## config.mk

```make
export PLATFORM = sky130hd
export DESIGN_NAME = snn_debug_probe_flat
export DESIGN_NICKNAME = d
export VERILOG_FILES = /design/src/rtl/snn_debug_probe_if.sv /design/src/rtl/snn_debug_probe.sv /design/src/flat_wrapper.sv
export SDC_FILE = /design/constraint.sdc
export NUM_CORES = 1
export LEC_CHECK = 0
export CAP_MARGIN = 25
export CORE_MARGIN = 1.5
export CORE_UTILIZATION = 35
export DETAILED_ROUTE_END_ITERATION = 7
export PLACE_DENSITY_LB_ADDON = 0.05
export SKIP_CTS_REPAIR_TIMING = 1
export SLEW_MARGIN = 15
export SYNTH_ARGS = -nofsm -noshare
export SYNTH_HDL_FRONTEND = slang
export SYNTH_SLANG_ARGS = --single-unit
```

## constraint.sdc

```tcl
create_clock -name clk -period 6.3 [get_ports clk]
set_clock_uncertainty 0.15 [all_clocks]
set_input_delay 1.26 -clock clk [delete_from_list [all_inputs] [get_ports clk]]
set_output_delay 1.26 -clock clk [all_outputs]
set_load 0.03 [all_outputs]
```

## src/rtl/snn_debug_probe_if.sv

```systemverilog
// Debug probe bundle: SNN-core observation inputs and the debug output bus.
// master drives the observed signals and config; slave is the probe itself.
interface snn_debug_probe_if #(
  parameter int unsigned N_NEURONS = 16,
  parameter int unsigned POT_W     = 6,
  parameter int unsigned N_L1      = 8,
  parameter int unsigned N_L2      = 8,
  parameter int unsigned OUT_W     = 8
);
  logic                         en;
  logic [7:0]                   cfg_in;
  logic [N_NEURONS*POT_W-1:0]   membrane_potentials;
  logic [N_L1-1:0]              spikes_l1;
  logic [N_L2-1:0]              spikes_l2;
  logic                         timestep_done;
  logic [OUT_W-1:0]             debug_output;
  logic                         debug_valid;
  logic                         frame_start;
  logic                         triggered;
  logic                         overrun;

  modport master (
    output en, cfg_in, membrane_potentials, spikes_l1, spikes_l2, timestep_done,
    input  debug_output, debug_valid, frame_start, triggered, overrun
  );

  modport slave (
    input  en, cfg_in, membrane_potentials, spikes_l1, spikes_l2, timestep_done,
    output debug_output, debug_valid, frame_start, triggered, overrun
  );
endinterface

```

## src/rtl/snn_debug_probe.sv

```systemverilog
// SNN debug probe: static select, timestep snapshot, full-frame scan and
// spike-triggered capture of membrane potentials / spike vectors.
module snn_debug_probe #(
  parameter int unsigned N_NEURONS = 16,
  parameter int unsigned POT_W     = 6,
  parameter int unsigned N_L1      = 8,
  parameter int unsigned N_L2      = 8,
  parameter int unsigned OUT_W     = 8
) (
  input logic              clk,
  input logic              rst,
  snn_debug_probe_if.slave bus
);
  localparam logic [1:0] ModeStatic = 2'b00;
  localparam logic [1:0] ModeSnap   = 2'b01;
  localparam logic [1:0] ModeScan   = 2'b10;
  localparam logic [1:0] ModeTrig   = 2'b11;
  localparam logic [0:0] StIdle     = 1'b0;
  localparam logic [0:0] StStream   = 1'b1;

  localparam int unsigned PotsW   = N_NEURONS * POT_W;
  localparam logic [5:0]  NIdx    = 6'(N_NEURONS);
  localparam logic [5:0]  LastIdx = 6'(N_NEURONS + 1);

  logic [7:0]       cfg_q, cfg_d;
  logic [OUT_W-1:0] dout_q, dout_d;
  logic             valid_q, valid_d;
  logic             fs_q, fs_d;
  logic             trig_q, trig_d;
  logic             ovr_q, ovr_d;
  logic [0:0]       state_q, state_d;
  logic [5:0]       cnt_q, cnt_d;
  logic [PotsW-1:0] sh_pots_q, sh_pots_d;
  logic [N_L1-1:0]  sh_l1_q, sh_l1_d;
  logic [N_L2-1:0]  sh_l2_q, sh_l2_d;

  logic [1:0]       mode;
  logic [5:0]       idx;
  logic [5:0]       trig_idx;
  logic             watched_hit;
  logic [OUT_W-1:0] trig_word;

  // Word k of the frame: potentials first, then L1 spikes, anything beyond is L2.
  function automatic logic [OUT_W-1:0] sel_word(input logic [5:0]       k,
                                                input logic [PotsW-1:0] pots,
                                                input logic [N_L1-1:0]  l1,
                                                input logic [N_L2-1:0]  l2);
    logic [OUT_W-1:0] w;
    if (k == NIdx) w = OUT_W'(l1);
    else           w = OUT_W'(l2);
    for (int i = 0; i < int'(N_NEURONS); i++) begin
      if (k == 6'(i)) w = OUT_W'(pots[i*POT_W +: POT_W]);
    end
    return w;
  endfunction

  assign mode        = cfg_q[7:6];
  assign idx         = cfg_q[5:0];
  assign trig_idx    = {1'b0, idx[5:1]};
  assign watched_hit = idx[0] ? |bus.spikes_l2 : |bus.spikes_l1;
  assign trig_word   = (trig_idx < NIdx) ?
                       sel_word(trig_idx, bus.membrane_potentials, '0, '0) : '0;

  always_comb begin
    cfg_d     = cfg_q;
    dout_d    = dout_q;
    valid_d   = valid_q;
    fs_d      = fs_q;
    trig_d    = trig_q;
    ovr_d     = ovr_q;
    state_d   = state_q;
    cnt_d     = cnt_q;
    sh_pots_d = sh_pots_q;
    sh_l1_d   = sh_l1_q;
    sh_l2_d   = sh_l2_q;
    if (bus.en) begin
      // Config load aborts everything and leaves the last word on the pins.
      cfg_d   = bus.cfg_in;
      trig_d  = 1'b0;
      ovr_d   = 1'b0;
      valid_d = 1'b0;
      fs_d    = 1'b0;
      state_d = StIdle;
      cnt_d   = '0;
    end else begin
      unique case (mode)
        ModeStatic: begin
          dout_d  = sel_word(idx, bus.membrane_potentials, bus.spikes_l1, bus.spikes_l2);
          valid_d = 1'b0;
          fs_d    = 1'b0;
        end
        ModeSnap: begin
          valid_d = bus.timestep_done;
          fs_d    = 1'b0;
          if (bus.timestep_done) begin
            dout_d = sel_word(idx, bus.membrane_potentials, bus.spikes_l1, bus.spikes_l2);
          end
        end
        ModeScan: begin
          valid_d = 1'b0;
          fs_d    = 1'b0;
          if (state_q == StStream) begin
            dout_d  = sel_word(cnt_q, sh_pots_q, sh_l1_q, sh_l2_q);
            valid_d = 1'b1;
            fs_d    = (cnt_q == '0);
            cnt_d   = cnt_q + 6'd1;
            if (cnt_q == LastIdx) state_d = StIdle;
            if (bus.timestep_done) ovr_d = 1'b1;
          end else if (bus.timestep_done) begin
            sh_pots_d = bus.membrane_potentials;
            sh_l1_d   = bus.spikes_l1;
            sh_l2_d   = bus.spikes_l2;
            cnt_d     = '0;
            state_d   = StStream;
          end
        end
        ModeTrig: begin
          valid_d = 1'b0;
          fs_d    = 1'b0;
          if (bus.timestep_done && !trig_q && watched_hit) begin
            dout_d  = trig_word;
            valid_d = 1'b1;
            trig_d  = 1'b1;
          end
        end
        default: ;
      endcase
    end
  end

  always_ff @(posedge clk or posedge rst) begin
    if (rst) begin
      cfg_q     <= '0;
      dout_q    <= '0;
      valid_q   <= 1'b0;
      fs_q      <= 1'b0;
      trig_q    <= 1'b0;
      ovr_q     <= 1'b0;
      state_q   <= StIdle;
      cnt_q     <= '0;
      sh_pots_q <= '0;
      sh_l1_q   <= '0;
      sh_l2_q   <= '0;
    end else begin
      cfg_q     <= cfg_d;
      dout_q    <= dout_d;
      valid_q   <= valid_d;
      fs_q      <= fs_d;
      trig_q    <= trig_d;
      ovr_q     <= ovr_d;
      state_q   <= state_d;
      cnt_q     <= cnt_d;
      sh_pots_q <= sh_pots_d;
      sh_l1_q   <= sh_l1_d;
      sh_l2_q   <= sh_l2_d;
    end
  end

  assign bus.debug_output = dout_q;
  assign bus.debug_valid  = valid_q;
  assign bus.frame_start  = fs_q;
  assign bus.triggered    = trig_q;
  assign bus.overrun      = ovr_q;
endmodule

```

## src/flat_wrapper.sv

```systemverilog
// flat-port wrapper written by rule: the top's interface ports become plain ports
module snn_debug_probe_flat 
#(
  parameter int unsigned N_NEURONS = 16,
  parameter int unsigned POT_W     = 6,
  parameter int unsigned N_L1      = 8,
  parameter int unsigned N_L2      = 8,
  parameter int unsigned OUT_W     = 8
)
  (clk, rst, bus_en, bus_cfg_in, bus_membrane_potentials, bus_spikes_l1, bus_spikes_l2, bus_timestep_done, bus_debug_output, bus_debug_valid, bus_frame_start, bus_triggered, bus_overrun);
  snn_debug_probe_if #(.N_NEURONS(N_NEURONS), .POT_W(POT_W), .N_L1(N_L1), .N_L2(N_L2), .OUT_W(OUT_W)) bus_i ();
  input logic clk;
  input logic rst;
  input wire logic [$bits(bus_i.en)-1:0] bus_en;
  input wire logic [$bits(bus_i.cfg_in)-1:0] bus_cfg_in;
  input wire logic [$bits(bus_i.membrane_potentials)-1:0] bus_membrane_potentials;
  input wire logic [$bits(bus_i.spikes_l1)-1:0] bus_spikes_l1;
  input wire logic [$bits(bus_i.spikes_l2)-1:0] bus_spikes_l2;
  input wire logic [$bits(bus_i.timestep_done)-1:0] bus_timestep_done;
  output wire logic [$bits(bus_i.debug_output)-1:0] bus_debug_output;
  output wire logic [$bits(bus_i.debug_valid)-1:0] bus_debug_valid;
  output wire logic [$bits(bus_i.frame_start)-1:0] bus_frame_start;
  output wire logic [$bits(bus_i.triggered)-1:0] bus_triggered;
  output wire logic [$bits(bus_i.overrun)-1:0] bus_overrun;
  assign bus_i.en = bus_en;
  assign bus_i.cfg_in = bus_cfg_in;
  assign bus_i.membrane_potentials = bus_membrane_potentials;
  assign bus_i.spikes_l1 = bus_spikes_l1;
  assign bus_i.spikes_l2 = bus_spikes_l2;
  assign bus_i.timestep_done = bus_timestep_done;
  assign bus_debug_output = bus_i.debug_output;
  assign bus_debug_valid = bus_i.debug_valid;
  assign bus_frame_start = bus_i.frame_start;
  assign bus_triggered = bus_i.triggered;
  assign bus_overrun = bus_i.overrun;
  snn_debug_probe #(.N_NEURONS(N_NEURONS), .POT_W(POT_W), .N_L1(N_L1), .N_L2(N_L2), .OUT_W(OUT_W)) u_core (.clk(clk), .rst(rst), .bus(bus_i));
endmodule
```

; ---- Word level (Yosys, flattened, before mapping)
; Cells that the tools add are included.
[classes]
n_lt_le_gt_ge = 1
n_addsub = 1
bitwise = 2
n_eq_ne = 54
n_mux = 79
reduce_logical = 21
[ops]
columns = cell, count
row1 = $mux W8, 53
row2 = $eq A6 B4 Y1 const B, 16
row3 = $eq A6 B3 Y1 const B, 8
row4 = $eq A5 B4 Y1 const B, 8
row5 = $pmux W8 S4, 1
row6 = $mux W6, 5
row7 = $eq A6 B2 Y1 const B, 4
row8 = $eq A5 B3 Y1 const B, 4
row9 = $eq A6 B5 Y1 const B, 3
row10 = $logic_not A6 Y1, 3
row11 = $mux W1, 18
row12 = $reduce_or A8 Y1, 2
row13 = $eq A6 B1 Y1 const B, 2
row14 = $eq A5 B2 Y1 const B, 2
row15 = $reduce_bool A2 Y1, 5
row16 = $reduce_and A4 Y1, 2
row17 = $add A6 B1 Y6 const B, 1
row18 = $eq A5 B1 Y1 const B, 1
row19 = $lt A5 B5 Y1 const B, 1
row20 = $eq A2 B2 Y1 const B, 2
row21 = $ne A2 B1 Y1 const B, 2
row22 = $pmux W1 S4, 1
row23 = $reduce_and A2 Y1, 2
row24 = $reduce_and A3 Y1, 1
row25 = 9 further kinds, 11
[totals]
output_inout_bits = 12
reg_bits = 139
elab_cells = 169

; ---- Depth between registers and ports, before layout
[logic_depth]
word_depth = 20
mapped_depth = 11

; ---- Worst setup path before layout
; Ideal clock, no wire load.
[synth_timing]
path_type = input to register
start = in bus_timestep_done
end = reg u_core.dout_q[6], in the netlist u_core.bus.debug_output[6]
arrival_ns = 2.735
path_buffers = 1
setup_slack_ns = 3.290
cell_stages = 6
path_cell_list = nand2_1 > a311oi_1 > a21oi_1 > nor3_1 > clkbuf_1 > mux2_2
[synth_between]
elab_chain_cells = 4
word_cells_on_any_way = 5
cone_classes = eq/ne: 2 / reduce/logical: 3
[synth_rtl]
columns = element, line_no
row1 = from (decl), flat_wrapper.sv:19  ; input wire logic [$bits(bus_i.timestep_done)-1:0] bus_timestep_done;
row2 = $logic_and A1 B1 Y1 (2 in a row), snn_debug_probe.sv:120  ; if (bus.timestep_done && !trig_q && watched_hit) begin
row3 = $ne A2 B1 Y1 (no source line), n/a
row4 = $reduce_and A4 Y1 (no source line) (*), n/a
row5 = to (signal assigned), snn_debug_probe.sv:146  ; dout_q <= dout_d;
row6 = to (decl), snn_debug_probe.sv:26  ; logic [OUT_W-1:0] dout_q, dout_d;
; Every way passes the cells marked *; elsewhere a longest branch is shown, timed or not.
; A chain may end at the register's enable or synchronous reset.

; ---- Final worst setup path
[layout_timing]
start = reg u_core.cnt_q[1]
end = reg u_core.dout_q[0], in the netlist u_core.bus.debug_output[0]
[layout_between]
elab_chain_cells = 20
word_cells_on_any_way = 36
cone_classes = eq/ne: 16 / mux: 19 / reduce/logical: 1
[layout_rtl]
columns = element, line_no
row1 = from (decl), snn_debug_probe.sv:32  ; logic [5:0] cnt_q, cnt_d;
row2 = from (signal assigned), snn_debug_probe.sv:152  ; cnt_q <= cnt_d;
row3 = $eq A6 B5 Y1, snn_debug_probe.sv:49  ; if (k == NIdx) w = OUT_W'(l1);
row4 = $mux W8, snn_debug_probe.sv:49
row5 = $mux W8 (15 in a row), snn_debug_probe.sv:52  ; if (k == 6'(i)) w = OUT_W'(pots[i*POT_W +: POT_W]);
row6 = $mux W8 (*), snn_debug_probe.sv:52
row7 = $mux W8 (*), snn_debug_probe.sv:102  ; if (state_q == StStream) begin
row8 = $pmux W8 S4 (*), snn_debug_probe.sv:86  ; unique case (mode)
; Every way passes the cells marked *; elsewhere a longest branch is shown, timed or not. The select of a mux whose other input is x is not followed.

==> summary.txt <==
Status
  – Status: finished, violations left
  – Failing checks: design-rule violations

Cells and area
  – Most frequent cells in the layout: 137 x dfrtp_1, 135 x clkdlybuf4s50_1, 128 x mux2_2, 82 x nor2_1, 78 x nand2_1
  – Nets: 1233
  – Area Overhead vs Synth: 24.3%
  – Commonest non-fill, non-tap cell in the layout: dfrtp_1
  – Ratio of cells with drive above 1 in the final layout: 19.4%
  – # diodes: 0
  – Filler Cell Count: 2588

Clock network
  – H-Tree Depth: 4
  – CTS tree: built
  – CTS Root Cell: clkbuf_16
  – CTS Sinks: 139
  – Reg clk slew, reported paths: 70 ps
  – Clk buf depth: 2
  – CTS Buf Count: 17
  – Worst-Skew Late Latency: 440 ps

Floorplan
  – Die Area: 27700 µm²
  – Placement Rows: 59
  – I/O Pins: 136
  – Initial core utilization: 35.8%
  – Core Area: 26100 µm²
  – Die Y: 167 µm
  – Die X: 167 µm

Timing
  – Final Critical Period: 3750 ps
  – Slew @ Worst Pin: 963 ps
  – Maximum clock rate: 266 MHz
  – Final Hold Vio Count: 0
  – Final setup violation count: 0
  – Slew margin rel.: 35.6%
  – Period Utilization, post-route: 59.6%
  – RSZ-0062 raised after global routing: false
  – TNS Setup: 0 ps
  – Final Max Slew Viols: 0

Critical path
  – CP peak stage delay: 660 ps
  – CP required: 6480 ps
  – Worst path arrival time: 3930 ps
  – Crit start category: flop
  – Kind of critical path: reg2reg
  – Critical path cell sequence: inv_1, ha_1, nor3b_2, nand2_1, o22a_1, o21ai_1, a311oi_1, or4_1, o32a_1
  – Crit-path slowest cell: nor3b_2
  – WP buf/inv: 1
  – CP top delay family: simple AND/OR/NAND/NOR gates
  – CP endpoint kind: flop
  – Max Fanout on Critical Path: 8

Global routing
  – First-pass GRT wire length: 63300 µm
  – Vias in the first global route: 9072
  – Total GRT Usage: 31.0%
  – Initial antenna violation count: 0
  – Grt total ovfl: 0
  – Largest net degree at the start of global routing: 57

Detailed routing
  – Via count: 9317
  – Number of DRC markers in iteration 0: 1125
  – DRT Pass-1 Iters: 8
  – WL per Instance: 29.5 µm
  – Drc violations: 9
  – Routed Antenna Nets: 0
  – Final wirelength: 42900 µm
  – Vias per cell: 6.41

Synth
  – Yosys top cell area share: 37.1%
  – Ys async rst share: 100%
  – Syn_nets: 1127
  – Yosys top cell by area: dfrtp_1
  – Main flop type after synthesis: dfrtp_1
  – Syn Inst Count: 999
  – Register area share after synthesis: 37.1%
  – Top post-synthesis cells by area: dfrtp_1 37%, mux2_2 15%, nor2_1 3.3%
  – Yosys reg bits: 139
  – Area of the mapped netlist: 9370 µm²
  – Post-synth cell types: 83
  – Mapped Avg Cell Area: 9.37 µm²
  – Synth warnings: 0
  – EDFF count, synth: 0

Job
  – Max-cap violations: 0

Power and ir drop
  – Leak Pwr: 4.51 nW
  – VDD IR max: 0.174 mV
  – Pwr Density: 277 nW/µm²
  – Pwr Total: 3.22 mW

Placed design
  – DP HPWL: 32600 µm
  – Placer Congestion: 0.985
  – IO Port Bufs: 135

Worst hold path
  – HP Class: reg2reg
==> metrics by stage <==
step | util, % | setup WS [ps] | hold slack [ps] | std cells | cell area, µm²
after global placement | 42.2 | 2320 | 337 | 1420 | 11000
after detailed placement | 42.3 | 2560 | 339 | 1421 | 11000
final | 44.5 | 2550 | 351 | 1453 | 11600
after floorplan | - | 1170 | 322 | 999 | 9370
after CTS | 44.5 | 2590 | 354 | 1453 | 11600
after global routing | 44.5 | 2380 | 367 | 1453 | 11600
==> path summary, 6_finish.rpt <==
path | from | endpoint | slack, ps | depth (start not counted)
setup / recovery | u_core.cnt_q[1] | u_core.bus.debug_output[0] | 2550 | 9
hold / removal | u_core.bus.overrun | u_core.bus.overrun | 350 | 2
setup reg to reg | u_core.cnt_q[1] | u_core.bus.debug_output[0] | 2550 | 9
hold reg to reg | u_core.bus.overrun | u_core.bus.overrun | 350 | 2
max in group asynchronous | rst | u_core.sh_pots_q[69] | 3880 | 3
min in group asynchronous | rst | u_core.cfg_q[3] | 1080 | 2
==> metal layers <==
metal	track usage (%)	vias up	wire [µm]
li1	-	4029	-
met1	44.1	4646	18700
met2	46.7	539	18700
met3	5.85	103	3960
met4	11.7	0	1540
met5	0	-	0
==> layout make-up <==
| cell class | instances | area (µm²) | area share, % |
|---|---|---|---|
| multi-input cells | 773 | 5520 | 47.4 |
| flip-flops and latches | 139 | 3480 | 29.9 |
| repair buffers | 162 | 1570 | 13.5 |
| clock buffers | 18 | 439 | 3.77 |
| well taps | 335 | 419 | 3.60 |
| clock inverters | 14 | 156 | 1.34 |
| inverters | 12 | 50.0 | 0.430 |
==> power breakdown <==
part	leakage, nW	internal [mW]	switching (mW)
clock	0.281	0.602	0.461
sequential	1.69	1.14	0.191
combinational	2.54	0.401	0.425
==> state kept, by name, summed over array words and instances (netlist names) <==
register / count
u_core.bus.debug_output: 8
u_core.bus.debug_valid: 1
u_core.bus.frame_start: 1
u_core.bus.overrun: 1
u_core.bus.triggered: 1
u_core.cfg_q: 8
u_core.cnt_q: 6
u_core.sh_l1_q: 8
u_core.sh_l2_q: 8
u_core.sh_pots_q: 96
u_core.state_q: 1
==> worst min-delay path, cell delays in order (launching register included) <==
cell and delay [ps]:
dfrtp_1 350, a31oi_1 40, nor2_1 70
==> cells in the mapped netlist, types with 5 or more instances <==
library cell / number
or4_1: 7
a32oi_1: 5
o2bb2ai_1: 5
mux2i_1: 27
o22ai_1: 9
a211oi_1: 16
a21o_1: 6
o21ai_0: 58
nand2_1: 78
a21oi_1: 44
nor3b_1: 7
a221oi_1: 11
nand3_1: 36
buf_1: 6
nor2_1: 83
dfrtp_1: 139
and3_1: 7
o211ai_1: 15
o21a_1: 5
o221ai_1: 12
a22o_1: 6
a31oi_1: 21
nor4_1: 9
a311oi_1: 6
nand2b_1: 14
and2_1: 5
inv_1: 12
nor3_1: 30
mux2_2: 128
o32ai_1: 6
nor2b_1: 16
clkbuf_1: 38
buf_2: 28
a22oi_1: 7
==> cell families after synthesis <==
family / synth area share [%]
AO/OA/AOI/OAI: 20.6
adder cells (fa/ha/maj): 0.534
buffers and inverters: 4.10
flip-flops: 37.1
multiplexers: 19.0
AND/OR/NAND/NOR: 18.7
Power figures use the tool's default switching activity.
